==> src/rtl/seq_multiplier_pkg.sv <==
// seq_multiplier_pkg: shared types and constants for the sequential multiplier.
//   state_t   : FSM state codes (IDLE=0, RUN=1, DONE=2)
//   MUL_W     : operand width the adder is built for
//   MUL_ITER  : shift-and-add iterations per product
package seq_multiplier_pkg;
  localparam int MUL_W    = 8;
  localparam int MUL_ITER = 8;

  typedef enum logic [1:0] {
    S_IDLE = 2'd0,
    S_RUN  = 2'd1,
    S_DONE = 2'd2
  } state_t;
endpackage

==> src/rtl/seq_multiplier_if.sv <==
// seq_multiplier_if: request/result bundle of the multiplier.
//   i_start/i_a/i_b : request and operands (driven by master)
//   o_ready/o_busy/o_done/o_product : status and result (driven by slave)
interface seq_multiplier_if #(parameter int W = 8);
  logic           i_start;
  logic [W-1:0]   i_a;
  logic [W-1:0]   i_b;
  logic           o_ready;
  logic           o_busy;
  logic           o_done;
  logic [2*W-1:0] o_product;

  modport master (output i_start, i_a, i_b,
                  input  o_ready, o_busy, o_done, o_product);
  modport slave  (input  i_start, i_a, i_b,
                  output o_ready, o_busy, o_done, o_product);
endinterface

==> src/rtl/seq_multiplier_adder.sv <==
// seq_multiplier_adder: 8-bit ripple-carry adder, carry-out not exported.
//   i_a, i_b : addends
//   i_c      : carry-in
//   o_c      : 8-bit sum (carry out of bit 7 is dropped)
module seq_multiplier_adder
  import seq_multiplier_pkg::*;
(
  input  logic [MUL_W-1:0] i_a,
  input  logic [MUL_W-1:0] i_b,
  input  logic             i_c,
  output logic [MUL_W-1:0] o_c
);
  logic [MUL_W-1:0] carry;

  assign carry[0] = i_c;

  for (genvar i = 0; i < MUL_W; i++) begin : g_fa
    assign o_c[i] = i_a[i] ^ i_b[i] ^ carry[i];
    if (i < MUL_W - 1) begin : g_cy
      assign carry[i+1] = (i_a[i] & i_b[i]) | ((i_a[i] ^ i_b[i]) & carry[i]);
    end
  end
endmodule

==> src/rtl/seq_multiplier.sv <==
// seq_multiplier: unsigned 8x8 -> 16 shift-and-add multiplier, one partial
// product per clock using the ripple adder. Accept at edge 0, o_done in cycle 9.
//   i_clk   : clock, all state on rising edge
//   i_rst_n : synchronous active-low reset
//   bus     : slave side of seq_multiplier_if (start/operands in, status/product out)
module seq_multiplier
  import seq_multiplier_pkg::*;
#(
  parameter int WIDTH = 8
) (
  input  logic            i_clk,
  input  logic            i_rst_n,
  seq_multiplier_if.slave bus
);
  if (WIDTH != MUL_W) begin : g_width_chk
    $error("seq_multiplier: WIDTH must be 8 to match the adder");
  end

  state_t           state;
  logic [MUL_W-1:0] m, acc, q;
  logic [2:0]       cnt;
  logic             ready_q, busy_q, done_q;
  logic [2*MUL_W-1:0] product_q;

  logic [MUL_W-1:0]   sum;
  logic               carry;
  logic [2*MUL_W-1:0] shifted;

  seq_multiplier_adder u_adder (
    .i_a (acc),
    .i_b (m),
    .i_c (1'b0),
    .o_c (sum)
  );

  // The adder drops carry7; rebuild it from the MSBs: a carry out exists if
  // both MSBs are set, or exactly one is set and the sum MSB wrapped to 0.
  assign carry   = (acc[MUL_W-1] & m[MUL_W-1]) |
                   ((acc[MUL_W-1] ^ m[MUL_W-1]) & ~sum[MUL_W-1]);
  assign shifted = q[0] ? {carry, sum, q[MUL_W-1:1]}
                        : {1'b0, acc, q[MUL_W-1:1]};

  always_ff @(posedge i_clk) begin
    if (!i_rst_n) begin
      state     <= S_IDLE;
      m         <= '0;
      acc       <= '0;
      q         <= '0;
      cnt       <= '0;
      ready_q   <= 1'b1;
      busy_q    <= 1'b0;
      done_q    <= 1'b0;
      product_q <= '0;
    end else begin
      case (state)
        S_IDLE: begin
          if (bus.i_start) begin
            m       <= bus.i_a;
            acc     <= '0;
            q       <= bus.i_b;
            cnt     <= '0;
            ready_q <= 1'b0;
            busy_q  <= 1'b1;
            state   <= S_RUN;
          end
        end
        S_RUN: begin
          {acc, q} <= shifted;
          cnt      <= cnt + 3'd1;
          if (cnt == 3'(MUL_ITER - 1)) begin
            // Final iteration: the result lands directly in the output register.
            product_q <= shifted;
            done_q    <= 1'b1;
            busy_q    <= 1'b0;
            state     <= S_DONE;
          end
        end
        S_DONE: begin
          done_q  <= 1'b0;
          ready_q <= 1'b1;
          state   <= S_IDLE;
        end
        default: begin
          ready_q <= 1'b1;
          busy_q  <= 1'b0;
          done_q  <= 1'b0;
          state   <= S_IDLE;
        end
      endcase
    end
  end

  assign bus.o_ready   = ready_q;
  assign bus.o_busy    = busy_q;
  assign bus.o_done    = done_q;
  assign bus.o_product = product_q;
endmodule
==> src/flat_wrapper.sv <==
// flat-port wrapper written by rule: the top's interface ports become plain ports
module seq_multiplier_flat import seq_multiplier_pkg::*;
#(
  parameter int WIDTH = 8
)
  (i_clk, i_rst_n, bus_i_start, bus_i_a, bus_i_b, bus_o_ready, bus_o_busy, bus_o_done, bus_o_product);
  seq_multiplier_if bus_i ();
  input  logic i_clk;
  input  logic i_rst_n;
  input wire logic [$bits(bus_i.i_start)-1:0] bus_i_start;
  input wire logic [$bits(bus_i.i_a)-1:0] bus_i_a;
  input wire logic [$bits(bus_i.i_b)-1:0] bus_i_b;
  output wire logic [$bits(bus_i.o_ready)-1:0] bus_o_ready;
  output wire logic [$bits(bus_i.o_busy)-1:0] bus_o_busy;
  output wire logic [$bits(bus_i.o_done)-1:0] bus_o_done;
  output wire logic [$bits(bus_i.o_product)-1:0] bus_o_product;
  assign bus_i.i_start = bus_i_start;
  assign bus_i.i_a = bus_i_a;
  assign bus_i.i_b = bus_i_b;
  assign bus_o_ready = bus_i.o_ready;
  assign bus_o_busy = bus_i.o_busy;
  assign bus_o_done = bus_i.o_done;
  assign bus_o_product = bus_i.o_product;
  seq_multiplier #(.WIDTH(WIDTH)) u_core (.i_clk(i_clk), .i_rst_n(i_rst_n), .bus(bus_i));
endmodule
==> config.mk <==
export PLATFORM = sky130hd
export DESIGN_NAME = seq_multiplier_flat
export DESIGN_NICKNAME = d
export VERILOG_FILES = /design/src/rtl/seq_multiplier_pkg.sv /design/src/rtl/seq_multiplier_if.sv /design/src/rtl/seq_multiplier_adder.sv /design/src/rtl/seq_multiplier.sv /design/src/flat_wrapper.sv
export SDC_FILE = /design/constraint.sdc
export NUM_CORES = 1
export LEC_CHECK = 0
export BUFFER_PORTS_ARGS = -buffer_cell sky130_fd_sc_hd__buf_4
export CAP_MARGIN = 0
export CORE_MARGIN = 2
export CORE_UTILIZATION = 25
export DETAILED_ROUTE_END_ITERATION = 7
export GPL_TIMING_DRIVEN = 0
export PLACE_DENSITY = 0.54
export SYNTH_ARGS = -nofsm -noshare
export SYNTH_HDL_FRONTEND = slang
export SYNTH_SLANG_ARGS = --single-unit
==> constraint.sdc <==
create_clock -name i_clk -period 3.39 [get_ports i_clk]
set_input_delay 0.1695 -clock i_clk [delete_from_list [all_inputs] [get_ports i_clk]]
set_output_delay 0.1695 -clock i_clk [all_outputs]
set_load 0.02 [all_outputs]
== Word level (Yosys, flattened, before mapping) ==
Cells that the tools add are included.

* Bits in registers: 48
* Bits of input ports: 19
* Output and inout port bits: 19
* Word-level logic and storage cells: 82

* Add/sub/neg operators: 1
* Eq/ne operators: 5
* Mux-type cells: 17
* Bitwise gates (word level): 41
* Reduce and logical (&&, ||, !) cells: 9

{| class="wikitable"
|+ Operator list
! operator !! number
|-
| 8-bit case mux with 2 select lines || 2
|-
| 16-bit 2-to-1 mux || 1
|-
| 8-bit 2-to-1 mux || 2
|-
| 1-bit AND || 15
|-
| 1-bit XOR || 15
|-
| 2-bit AND reduction || 6
|-
| 1-bit OR || 7
|-
| 3-bit case mux with 2 select lines || 1
|-
| 1-bit 2-to-1 mux || 4
|-
| 2-bit 2-to-1 mux || 2
|-
| 1-bit NOT || 4
|-
| 1-bit case mux with 2 select lines || 2
|-
| 2-bit case mux with 2 select lines || 1
|-
| 3-bit by 1-bit adder with 3-bit output, second input constant || 1
|-
| 3-bit == test, second input constant || 1
|-
| 3-bit 2-to-1 mux || 1
|-
| 1-bit case mux with 3 select lines || 1
|-
| 3-bit AND reduction || 1
|-
| 2-bit by 1-bit == test with 1-bit output, second input constant || 1
|-
| 2-bit == test, second input constant || 1
|-
| 2-bit zero test || 1
|-
| 2-bit by 1-bit inequality test with 1-bit output, second input constant || 1
|-
| 2-bit inequality test, second input constant || 1
|-
| 2-bit nonzero test || 1
|}

== Logic depth before layout (Yosys ltp) ==
Gate-level depths: netlist of the first run.

* Depth in word-level cells: 19
* Depth in mapped cells: 13
* Gate-level depth less buffers: 13

== Cells and area by module ==
From an unflattened synthesis of the first run, not the netlist that was laid out.

* Cell total of the unflattened synthesis: 203
* Area, all modules: 2123.3 µm²

{| class="wikitable"
|+ Modules (own cells, without submodules)
! module !! times used !! cells each !! area each (µm²)
|-
| seq_multiplier || 1 || 190 || 1940.6
|-
| seq_multiplier_adder || 1 || 13 || 182.7
|}

== Worst setup path before layout of the first run ==
Ideal clock, no wire load.

* Kind: reg-to-reg
* Start point: register u_core.acc[0]
* End point: register u_core.acc[6]
* Data arrival time: 3.170 ns
* Required time: 3.275 ns
* Setup slack: 0.105 ns
* Stages on the path, launching flop included: 14
* Path buffers: 0
* Path through: dfxtp_1 -> ha_1 -> inv_1 -> fa_1 -> fa_1 -> fa_1 -> fa_1 -> inv_1 -> fa_1 -> fa_1 -> fa_1 -> mux2i_1 -> o2bb2ai_1 -> and2_1

* Word-level cells in the longest chain between the ends: 16

{| class="wikitable"
|+ RTL lines
! what !! line !! source
|-
| from (decl) || seq_multiplier.sv:20 || <nowiki>logic [MUL_W-1:0] m, acc, q;</nowiki>
|-
| from (signal assigned) || seq_multiplier.sv:68 || <nowiki>{acc, q} <= shifted;</nowiki>
|-
| 1-bit AND (2 in series) || seq_multiplier_adder.sv:20 || <nowiki>assign carry[i+1] = (i_a[i] & i_b[i]) | ((i_a[i] ^ i_b[i]) & carry[i]);</nowiki>
|-
| 1-bit OR || seq_multiplier_adder.sv:20 ||
|-
| 1-bit AND || seq_multiplier_adder.sv:20 ||
|-
| 1-bit OR || seq_multiplier_adder.sv:20 ||
|-
| 1-bit AND || seq_multiplier_adder.sv:20 ||
|-
| 1-bit OR || seq_multiplier_adder.sv:20 ||
|-
| 1-bit AND || seq_multiplier_adder.sv:20 ||
|-
| 1-bit OR || seq_multiplier_adder.sv:20 ||
|-
| 1-bit AND || seq_multiplier_adder.sv:20 ||
|-
| 1-bit OR || seq_multiplier_adder.sv:20 ||
|-
| 1-bit AND || seq_multiplier_adder.sv:20 ||
|-
| 1-bit OR || seq_multiplier_adder.sv:20 ||
|-
| 1-bit XOR || seq_multiplier_adder.sv:18 || <nowiki>assign o_c[i] = i_a[i] ^ i_b[i] ^ carry[i];</nowiki>
|-
| 16-bit 2-to-1 mux || seq_multiplier.sv:40 || <nowiki>assign shifted = q[0] ? {carry, sum, q[MUL_W-1:1]}</nowiki>
|-
| 8-bit case mux with 2 select lines || seq_multiplier.sv:55 || <nowiki>case (state)</nowiki>
|}

No other way between the ends.
A chain may end at the register's enable or synchronous reset.

== Worst setup path in the final report of the first run ==
Ends and elaborated chain as after synthesis.

==> metrics.md, run 1 <==
| Metric | Value |
|---|---|
| CTS tree | done |
| Fin area | 2728 µm² |
| Sequential area share after synthesis | 43.99% |
| 1st-iter DRT viols | 61 |
| CP Data Arrival Time | 3510 ps |
| Leakage | 1.079 nW |
| Synth Area per Inst | 9.498 µm² |
| First-pass GRT wire length | 8.259 mm |
| Dpl ws | -130.9 ps |
| DRC viols | 0 |
| Root buf cell | clkbuf_8 |
| RD Place Congestion | 0.7358 |
| Hold Violations, Final | 0 |
| Mapped Nets | 259 |
| Cell family with most CP delay | adder cells |
| Pwr/cell area | 396.0 nW/µm² |
| Worst setup EP type | flop |
| Largest buffer count on any clock path | 2 |
| Tmin final | 3310 ps |
| Drt via density | 4.287 |
| Worst vdd ir | 0.1275 mV |
| Full die area | 9502 µm² |
| Fmax | 0.3021 GHz |
| Non-Filler Instances | 383 |
| WL/cell | 12.91 µm |
| Post-synth top flop | dfxtp_1 |
| Post-synthesis instance total | 230 |
| Actual slew at the worst max-slew pin | 406.3 ps |
| RSZ-0062 raised after global routing | yes |
| Skew final | 4.977 ps |
| Number of max-cap violations | 0 |
| Clk slew on worst S/H paths | 90 ps |
| Crit-path cells | ha_4 -> inv_2 -> fa_2 -> fa_2 -> fa_2 -> fa_2 -> inv_2 -> fa_2 -> fa_2 -> fa_1 -> mux2i_2 -> o2bb2ai_1 -> and2_1 |
| CP Buf/Inv Count | 2 |
| Hold_buf cts | 0 |
| Fill count | 924 |
| Distinct cells, synth | 34 |
| Initial core utilization | 25.42% |
| Total track usage | 11.00% |
| WL final | 4.944 mm |
| Slew Limit Fails | 0 |
| Vias in the first global route | 1637 |
| DR pass1 iterations | 5 |
| Crit-path max FO | 3 |
| Die Ht | 97.48 µm |
| Worst path slowest cell | fa_1 |
| Slew margin rel. | 72.91% |
| Min-delay worst type | in2reg |
| Initial antenna violation count | 0 |
| Clock Latency Late Sink | 300 ps |
| Post-DP HPWL | 3.597 mm |
| Status | finished clean |
| Netlist Area Pre-Place | 2185 µm² |
| # diodes | 0 |
| Synth Warn # | 0 |
| Core area | 8593 µm² |
| Fin crit share | 97.65% |
| CTS HTree Levels | 2 |
| Overall die width | 97.48 µm |
| Final setup viols | 0 |
| Site Rows | 34 |
| Worst Min Path Start | bus_i_a[7] |
| Crit start category | flop |
| Detail Route Antenna Nets | 0 |
| Setup CP Type | reg2reg |
| Ys async rst share | 0% |
| Max incr delay on CP | 420 ps |
| Crit path from | u_core.acc[0]$_SDFFE_PN0P_ |
| Port bufs | 36 |
| Area growth syn-to-layout | 24.86% |
| Post-DP Area | 2590 µm² |
| Commonest non-fill, non-tap cell in the layout | nand2_1 |
| Sink Count | 48 |
| Worst reg2reg startpoint | u_core.acc[0]$_SDFFE_PN0P_ |
| Nets@finish | 303 |
| IO Count | 38 |
| Post-synth EDFFs | 0 |
| Num CTS Buffers | 5 |
| Flops & latches, synth | 48 |
| Placed insts | 374 |
| Share of post-route cells with drive strength above 1 | 27.27% |
| Via count | 1642 |
| Maximum number of pins on one net before global-route repair | 15 |
| Most frequent cells in the layout | 46 x nand2_1, 45 x dfxtp_1, 40 x buf_4 |
| Worst EP required | 3590 ps |
| CP most frequent cell | fa_2 |
| Setup ws final | 79.55 ps |
| Global route total overflow | 0 |
==> layer usage <==
layer  share of wire [%]  global-route usage [%]
met5                   0                       0
met2                  45                   16.98
met3                 3.5                   2.662
met1                  50                   15.14
met4                 1.1                   3.526
==> worst paths after layout <==
| path | end | slack (ps) | cells past startpoint |
|---|---|---|---|
| min | u_core.m[7]$_SDFFE_PN0P_ | 110 | 3 |
| max | u_core.acc[6]$_SDFFE_PN0P_ | 80 | 13 |
| min reg2reg | u_core.bus.o_product[15]$_SDFFE_PN0P_ | 470 | 2 |
| max reg2reg | u_core.acc[6]$_SDFFE_PN0P_ | 80 | 13 |
==> what timing repair did <==
| item | CTS | global route |
|---|---|---|
| setup buffers | 0 | 1 |
| endpoints found under the setup margin | 2 | 2 |
| gates resized for setup | 8 | 7 |
| pin swaps | 2 | 6 |
==> through the flow <==
| step | utilization, % | hold slack [ps] | power [mW] | TNS, ps |
|---|---|---|---|---|
| 6_report | 31.74 | 110.1 | 1.080 | 0 |
| 5_1_grt | 31.74 | 90.57 | 1.135 | -52.96 |
| 4_1_cts | 31.41 | 97.14 | 1.093 | 0 |
| 3_5_place_dp | 30.14 | 429.5 | 0.7327 | -215.2 |
| 3_3_place_gp | 30.14 | 427.5 | 0.7321 | -143.4 |
| 2_1_floorplan | - | 304.3 | 0.6887 | 0 |
==> kinds of logic (layout without fill, tap and decap cells) <==
group                    count (synthesis)  in the layout  synth area share [%]
multiplexers                            12             12                 5.556
AO/OA/AOI/OAI                           62             62                 20.10
adder cells (fa/ha/maj)                 10             10                 8.133
flip-flops                              48             48                 43.99
buffers and inverters                   28             73                 7.045
AND/OR/NAND/NOR                         70             70                 15.18
==> cell type report <==
cell class,count,area [µm²],share of cell area [%]
Sequential cell,48,967.2,35.46
Multi-Input combinational cell,154,1101,40.37
Inverter,10,37.54,1.376
Clock inverter,2,10.01,0.3670
Timing Repair Buffer,37,277.8,10.18
Clock buffer,6,82.58,3.028
Buffer,18,116.4,4.266
Tap cell,108,135.1,4.954
==> worst reg2reg max path: stages (launching register included) <==
cell       delay (ps)
dfxtp_4           370
ha_4              130
inv_2              30
fa_2              330
fa_2              350
fa_2              340
fa_2              340
inv_2              60
fa_2              200
fa_2              210
fa_1              430
mux2i_2           200
o2bb2ai_1          80
and2_1            150
==> flip-flops by register name (all words and copies together), names as in the netlist <==
signal	flops
u_core.acc	8
u_core.bus.o_busy	1
u_core.bus.o_done	1
u_core.bus.o_product	16
u_core.bus.o_ready	1
u_core.cnt	3
u_core.m	8
u_core.q	8
u_core.state	2
==> report_power, final <==
group / switching [mW] / total, mW / internal, mW
Combinational: 0.0647 / 0.122 / 0.0570
Clock: 0.196 / 0.359 / 0.163
Sequential: 0.0153 / 0.599 / 0.584
==> Yosys cell counts (all sizes together), types with 5 or more instances <==
cell	count	share of area (%)
o211ai	8	2.7
nand2	46	7.9
dfxtp	48	44
and2	5	1.4
nor2b	6	1.7
a21oi	8	1.8
a21boi	25	8.6
buf	13	4.5
o21ai	10	2.5
fa	7	6.4
inv	10	1.7
clkbuf	5	0.86
mux2i	11	5.0
Power figures use the tool's default switching activity.
==> run 2, diff against run 1 <==
--- a/config.mk
+++ b/config.mk
@@ -11,7 +11,7 @@
 export CORE_UTILIZATION = 25
 export DETAILED_ROUTE_END_ITERATION = 7
 export GPL_TIMING_DRIVEN = 0
-export PLACE_DENSITY = 0.54
+export PLACE_DENSITY = 0.53
 export SYNTH_ARGS = -nofsm -noshare
 export SYNTH_HDL_FRONTEND = slang
 export SYNTH_SLANG_ARGS = --single-unit
==> constraint.sdc (replaced) <==
create_clock -name i_clk -period 3.2 [get_ports i_clk]
set_input_delay 0.16 -clock i_clk [delete_from_list [all_inputs] [get_ports i_clk]]
set_output_delay 0.16 -clock i_clk [all_outputs]
set_load 0.02 [all_outputs]
==> run 2 against run 1 <==
Compared with the run above:
- the flow now finishes with violations (negative setup slack)
- non-clock buffer count is 1 lower
- fmax is 0.75% higher
- first-iteration DRC count is 1.6% higher
- sequential share of layout area hardly changed
- die area stayed put
- cell count is 0.78% lower
- clock skew is 5.0 ps higher
- core utilization is 0.17 points lower
- via count is 0.24% higher
==> metrics.md, run 2 (synthesized netlist as in run 1, its figures left out) <==
| Metric | Value |
|---|---|
| Die Ht | 97.48 µm (unchanged) |
| Hold Violations, Final | 0 (unchanged) |
| Drt via density | 4.332 (was 4.287) |
| Worst reg2reg endpoint | u_core.acc[6]$_SDFFE_PN0P_ (unchanged) |
| Site Rows | 34 (unchanged) |
| Sink Count | 48 (unchanged) |
| DR pass1 iterations | 4 (was 5) |
| Worst EP required | 3400 ps (was 3590 ps) |
| Crit path from | u_core.acc[0]$_SDFFE_PN0P_ (unchanged) |
| CTS HTree Levels | 2 (unchanged) |
| Overall die width | 97.48 µm (unchanged) |
| Via count | 1646 (was 1642) |
| Root buf cell | clkbuf_8 (unchanged) |
| Hold_buf cts | 0 (unchanged) |
| Core area | 8593 µm² (unchanged) |
| DRC viols | 0 (unchanged) |
| Crit-path max FO | 3 (unchanged) |
| Hold Path End | u_core.m[6]$_SDFFE_PN0P_ (was u_core.m[7]$_SDFFE_PN0P_) |
| Final Util | 31.57% (was 31.74%) |
| First-pass GRT wire length | 8.031 mm (was 8.259 mm) |
| Post-DP HPWL | 3.474 mm (was 3.597 mm) |
| Worst Min Path Start | bus_i_a[6] (was bus_i_a[7]) |
| Reg2Reg Depth | 13 (unchanged) |
| # diodes | 0 (unchanged) |
| Leakage | 1.073 nW (was 1.079 nW) |
| Worst vdd ir | 0.1449 mV (was 0.1275 mV) |
| Most frequent cells in the layout | 47 x dfxtp_1, 46 x nand2_1, 39 x buf_4 (was 46 x nand2_1, 45 x dfxtp_1, 40 x buf_4) |
| RD Place Congestion | 0.7467 (was 0.7358) |
| Setup ws final | -85.81 ps (was 79.55 ps) |
| Tmin final | 3286 ps (was 3310 ps) |
| CTS tree | done (unchanged) |
| Worst R2R Setup Slack | -90 ps (was 80 ps) |
| Failing checks | negative setup slack |
| CP Data Arrival Time | 3490 ps (was 3510 ps) |
| Total track usage | 10.48% (was 11.00%) |
| WL final | 4.730 mm (was 4.944 mm) |
| Worst setup EP type | flop (unchanged) |
| Fin crit share | 102.7% (was 97.65%) |
| Skew final | 10.00 ps (was 4.977 ps) |
| Number of max-cap violations | 0 (unchanged) |
| Share of post-route cells with drive strength above 1 | 25.37% (was 27.27%) |
| Detail Route Antenna Nets | 0 (unchanged) |
| RSZ-0062 raised after global routing | yes (unchanged) |
| Maximum number of pins on one net before global-route repair | 14 (was 15) |
| Hold Path Stages | 3 (unchanged) |
| Pwr/cell area | 437.2 nW/µm² (was 396.0 nW/µm²) |
| Post-CTS Setup Bufs | 0 (unchanged) |
| Initial antenna violation count | 0 (unchanged) |
| 1st-iter DRT viols | 62 (was 61) |
| Fin Hold WS | 102.5 ps (was 110.1 ps) |
| Slew margin rel. | 70.03% (was 72.91%) |
| Full die area | 9502 µm² (unchanged) |
| Nets@finish | 302 (was 303) |
| Slew Limit Fails | 0 (unchanged) |
| Max reg flops | 16 (unchanged) |
| Clk slew on worst S/H paths | 90 ps (about the same) |
| Num CTS Buffers | 5 (unchanged) |
| Final setup viols | 2 (was 0) |
| Initial core utilization | 25.42% (unchanged) |
| Vias in the first global route | 1596 (was 1637) |
| Status | complete, but fails checks (was finished clean) |
| Area growth syn-to-layout | 24.17% (was 24.86%) |
| Setup CP Type | reg2reg (unchanged) |
| Worst reg2reg startpoint | u_core.acc[0]$_SDFFE_PN0P_ (unchanged) |
| Commonest non-fill, non-tap cell in the layout | dfxtp_1 (was nand2_1) |
| Min-delay worst type | in2reg (unchanged) |
| Port bufs | 36 (unchanged) |
| IO Count | 38 (unchanged) |
| Largest buffer count on any clock path | 2 (unchanged) |
| Clock Latency Late Sink | 300 ps (about the same) |
| Fmax | 0.3043 GHz (was 0.3021 GHz) |
| Crit start category | flop (unchanged) |
| Actual slew at the worst max-slew pin | 449.5 ps (was 406.3 ps) |
| WL/cell | 12.45 µm (was 12.91 µm) |
| Global route total overflow | 0 (unchanged) |
-- run 2: power by group --
group,leakage [nW],internal (mW),switching (mW)
clock,0.0501,0.225,0.199
combinational,0.631,0.0602,0.0680
sequential,0.391,0.619,0.0155
total,1.07,0.904,0.282
-- run 2: worst max path at each step --
stage                                            end  slack (ps)
after global routing      u_core.acc[6]$_SDFFE_PN0P_        -240
after floorplan           u_core.acc[6]$_SDFFE_PN0P_          -7
after detailed placement  u_core.acc[6]$_SDFFE_PN0P_        -210
after CTS                 u_core.acc[6]$_SDFFE_PN0P_        -120
after global placement    u_core.acc[6]$_SDFFE_PN0P_        -200
final                     u_core.acc[6]$_SDFFE_PN0P_         -90
-- run 2: layer usage --
| metal | track usage [%] | up-vias | wire length [µm] |
|---|---|---|---|
| met4 | 3.526 | 0 | 44 |
| li1 | - | 856 | - |
| met1 | 14.93 | 761 | 2430 |
| met3 | 2.662 | 2 | 181 |
| met5 | 0 | - | 0 |
| met2 | 15.38 | 27 | 2074 |
-- run 2: stage by stage --
| stage | power, mW | cell area (µm²) | setup slack, ps | TNS (ps) | instances |
|---|---|---|---|---|---|
| after floorplan | 0.7299 | 2190 | -7.176 | -7.176 | 230 |
| after global placement | 0.7755 | 2595 | -204.7 | -357.0 | 374 |
| after detailed placement | 0.7772 | 2595 | -209.4 | -404.3 | 374 |
| after CTS | 1.202 | 2705 | -120.8 | -196.2 | 380 |
| after global routing | 1.239 | 2713 | -244.0 | -597.9 | 380 |
| final | 1.186 | 2713 | -85.81 | -145.9 | 380 |
-- run 2: final cells by class --
cell class	instances	area, µm²
clock buffers	5	68.82
flip-flops and latches	48	962.2
well taps	108	135.1
repair buffers	36	270.3
clock inverters	1	30.03
fillers	931	5881
inverters	10	37.54
multi-input cells	154	1092
plain buffers	18	116.4
-- run 2: timing repair --
action / in CTS / in global routing
pin swaps: 2 / 6
resized for setup: 6 / 2
setup endpoints to repair: 3 / 4
endpoints found under the hold margin: 0 / 0
-- run 2: worst max-delay path: stages (launching register included) --
cell	delay [ps]
dfxtp_2	350
ha_1	150
inv_1	50
fa_2	330
fa_2	340
fa_2	340
fa_2	340
inv_2	60
fa_2	200
fa_2	200
fa_1	420
mux2i_2	200
o2bb2ai_1	80
and2_1	150
==> run 3, diff against run 2 <==
--- a/config.mk
+++ b/config.mk
@@ -15,3 +15,4 @@
 export SYNTH_ARGS = -nofsm -noshare
 export SYNTH_HDL_FRONTEND = slang
 export SYNTH_SLANG_ARGS = --single-unit
+export TNS_END_PERCENT = 1
==> run 3 against run 2 <==
Compared with the run above:
- the flow still finishes with violations (negative setup slack)
- clock skew stayed put
- fmax hardly changed
- largest cell class unchanged
- critical endpoint unchanged
- non-clock buffer count stayed put
- critical path depth stayed put
- highest routed layer unchanged
- first-iteration DRC count stayed put
- sequential share of layout area hardly changed
- via count is 0.24% lower
==> metrics.md, run 3 (synthesized netlist as in run 1, its figures left out) <==
| Metric | Value |
|---|---|
| Crit-path cells | ha_1 -> inv_1 -> fa_2 -> fa_2 -> fa_2 -> fa_2 -> inv_2 -> fa_2 -> fa_2 -> fa_1 -> mux2i_2 -> o2bb2ai_1 -> and2_1 (unchanged) |
| Setup ws final | -86.47 ps (was -85.81 ps) |
| Full die area | 9502 µm² (unchanged) |
| Cell family with most CP delay | adder cells (unchanged) |
| Drt via density | 4.321 (was 4.332) |
| Overall die width | 97.48 µm (unchanged) |
| Setup CP Type | reg2reg (unchanged) |
| Power Total | 1.185 mW (was 1.186 mW) |
| Fill count | 933 (was 931) |
| Core area | 8593 µm² (unchanged) |
| WL final | 4.724 mm (was 4.730 mm) |
| Maximum number of pins on one net before global-route repair | 14 (unchanged) |
| Sink Count | 48 (unchanged) |
| 1st-iter DRT viols | 62 (unchanged) |
| Area growth syn-to-layout | 24.00% (was 24.17%) |
| Port bufs | 36 (unchanged) |
| Tmin final | 3286 ps (about the same) |
| Slew margin rel. | 70.03% (unchanged) |
| Worst path slowest cell | fa_1 (unchanged) |
| IO Count | 38 (unchanged) |
| Largest buffer count on any clock path | 2 (unchanged) |
| Global route total overflow | 0 (unchanged) |
| Final setup viols | 2 (unchanged) |
| CTS tree | done (unchanged) |
| Commonest non-fill, non-tap cell in the layout | dfxtp_1 (unchanged) |
| Min-delay worst type | in2reg (unchanged) |
| Vias in the first global route | 1596 (unchanged) |
| CTS HTree Levels | 2 (unchanged) |
| Most frequent cells in the layout | 47 x dfxtp_1, 46 x nand2_1, 39 x buf_4 (unchanged) |
| Clock Latency Late Sink | 300 ps (about the same) |
| Non-Filler Instances | 380 (unchanged) |
| Worst Min Path Start | bus_i_a[6] (unchanged) |
| Post-CTS Setup Bufs | 0 (unchanged) |
| Worst setup EP type | flop (unchanged) |
| Hold Violations, Final | 0 (unchanged) |
| Pwr/cell area | 437.5 nW/µm² (was 437.2 nW/µm²) |
| Worst EP required | 3400 ps (about the same) |
| RSZ-0062 raised after global routing | yes (unchanged) |
| Placed insts | 374 (unchanged) |
| Worst vdd ir | 0.1448 mV (was 0.1449 mV) |
| Final setup TNS | -147.3 ps (was -145.9 ps) |
| Footprint of the multi-input gates | 1089 µm² (was 1092 µm²) |
| DR pass1 iterations | 4 (unchanged) |
| # diodes | 0 (unchanged) |
| Via count | 1642 (was 1646) |
| Root buf cell | clkbuf_8 (unchanged) |
| Number of max-cap violations | 0 (unchanged) |
| CP most frequent cell | fa_2 (unchanged) |
| Share of post-route cells with drive strength above 1 | 25.00% (was 25.37%) |
| Crit start category | flop (unchanged) |
| Hold_buf cts | 0 (unchanged) |
| Site Rows | 34 (unchanged) |
| Initial core utilization | 25.42% (unchanged) |
| Max incr delay on CP | 420 ps (about the same) |
| Actual slew at the worst max-slew pin | 449.5 ps (unchanged) |
| Crit path from | u_core.acc[0]$_SDFFE_PN0P_ (unchanged) |
| WL/cell | 12.43 µm (was 12.45 µm) |
| First-pass GRT wire length | 8.031 mm (unchanged) |
| CP Buf/Inv Count | 2 (unchanged) |
| Die Ht | 97.48 µm (unchanged) |
| Dpl ws | -209.4 ps (unchanged) |
| Slew Limit Fails | 0 (unchanged) |
| Skew final | 10.00 ps (unchanged) |
| Detail Route Antenna Nets | 0 (unchanged) |
| Max reg flops | 16 (unchanged) |
| Post-DP HPWL | 3.474 mm (unchanged) |
| Failing checks | negative setup slack (unchanged) |
| Worst reg2reg startpoint | u_core.acc[0]$_SDFFE_PN0P_ (unchanged) |
| Fmax | 0.3043 GHz (about the same) |
| Final Util | 31.52% (was 31.57%) |
| Total track usage | 10.48% (unchanged) |
| Status | complete, but fails checks (unchanged) |
| Crit-path max FO | 3 (unchanged) |
| DRC viols | 0 (unchanged) |
| Register area | 962.2 µm² (unchanged) |
| Num CTS Buffers | 5 (unchanged) |
| Leakage | 1.074 nW (was 1.073 nW) |
| Fin crit share | 102.7% (about the same) |
| Initial antenna violation count | 0 (unchanged) |
| CP Data Arrival Time | 3490 ps (about the same) |
| Nets@finish | 302 (unchanged) |
| RD Place Congestion | 0.7467 (unchanged) |
| Clk slew on worst S/H paths | 90 ps (about the same) |
[run 3: timing repair]
item | 4_1_cts | 5_1_grt
pin swaps | 2 | 4
endpoints found under the setup margin | 3 | 4
resized for setup | 6 | 1
[run 3: layout make-up]
class | instances | share of cell area, %
inverters | 10 | 1.386
clock buffers | 5 | 2.540
well taps | 108 | 4.988
clock inverters | 1 | 1.109
repair buffers | 36 | 9.977
plain buffers | 18 | 4.296
multi-input cells | 154 | 40.18
flip-flops and latches | 48 | 35.52
[run 3: path summary, 6_finish.rpt]
check	endpoint	slack [ps]	depth (start not counted)
min	u_core.m[6]$_SDFFE_PN0P_	100	3
max reg2reg	u_core.acc[6]$_SDFFE_PN0P_	-90	13
min reg2reg	u_core.bus.o_product[15]$_SDFFE_PN0P_	470	2
max	u_core.acc[6]$_SDFFE_PN0P_	-90	13
[run 3: per-stage QoR]
step,instance area (µm²),hold slack (ps)
CTS,2705,91.75
global placement,2595,416.5
detailed placement,2595,420.3
finish,2709,102.4
global route,2709,114.5
floorplan,2190,294.8
[run 3: power breakdown]
| group | internal (mW) | switching, mW |
|---|---|---|
| Sequential | 0.619 | 0.0155 |
| Combinational | 0.0597 | 0.0676 |
| Clock | 0.225 | 0.199 |
[run 3: layer usage]
layer  track usage (%)  wire length, µm
met5                 0                0
met4             3.526               44
met3             2.662              181
met2             15.38             2075
met1             14.93             2423
[run 3: worst register-to-register path, cell delays in order (launching register included)]
cell	delay, ps
dfxtp_2	350
ha_1	150
inv_1	50
fa_2	330
fa_2	340
fa_2	340
fa_2	340
inv_2	60
fa_2	200
fa_2	200
fa_1	420
mux2i_2	200
o2bb2ai_1	80
and2_1	150
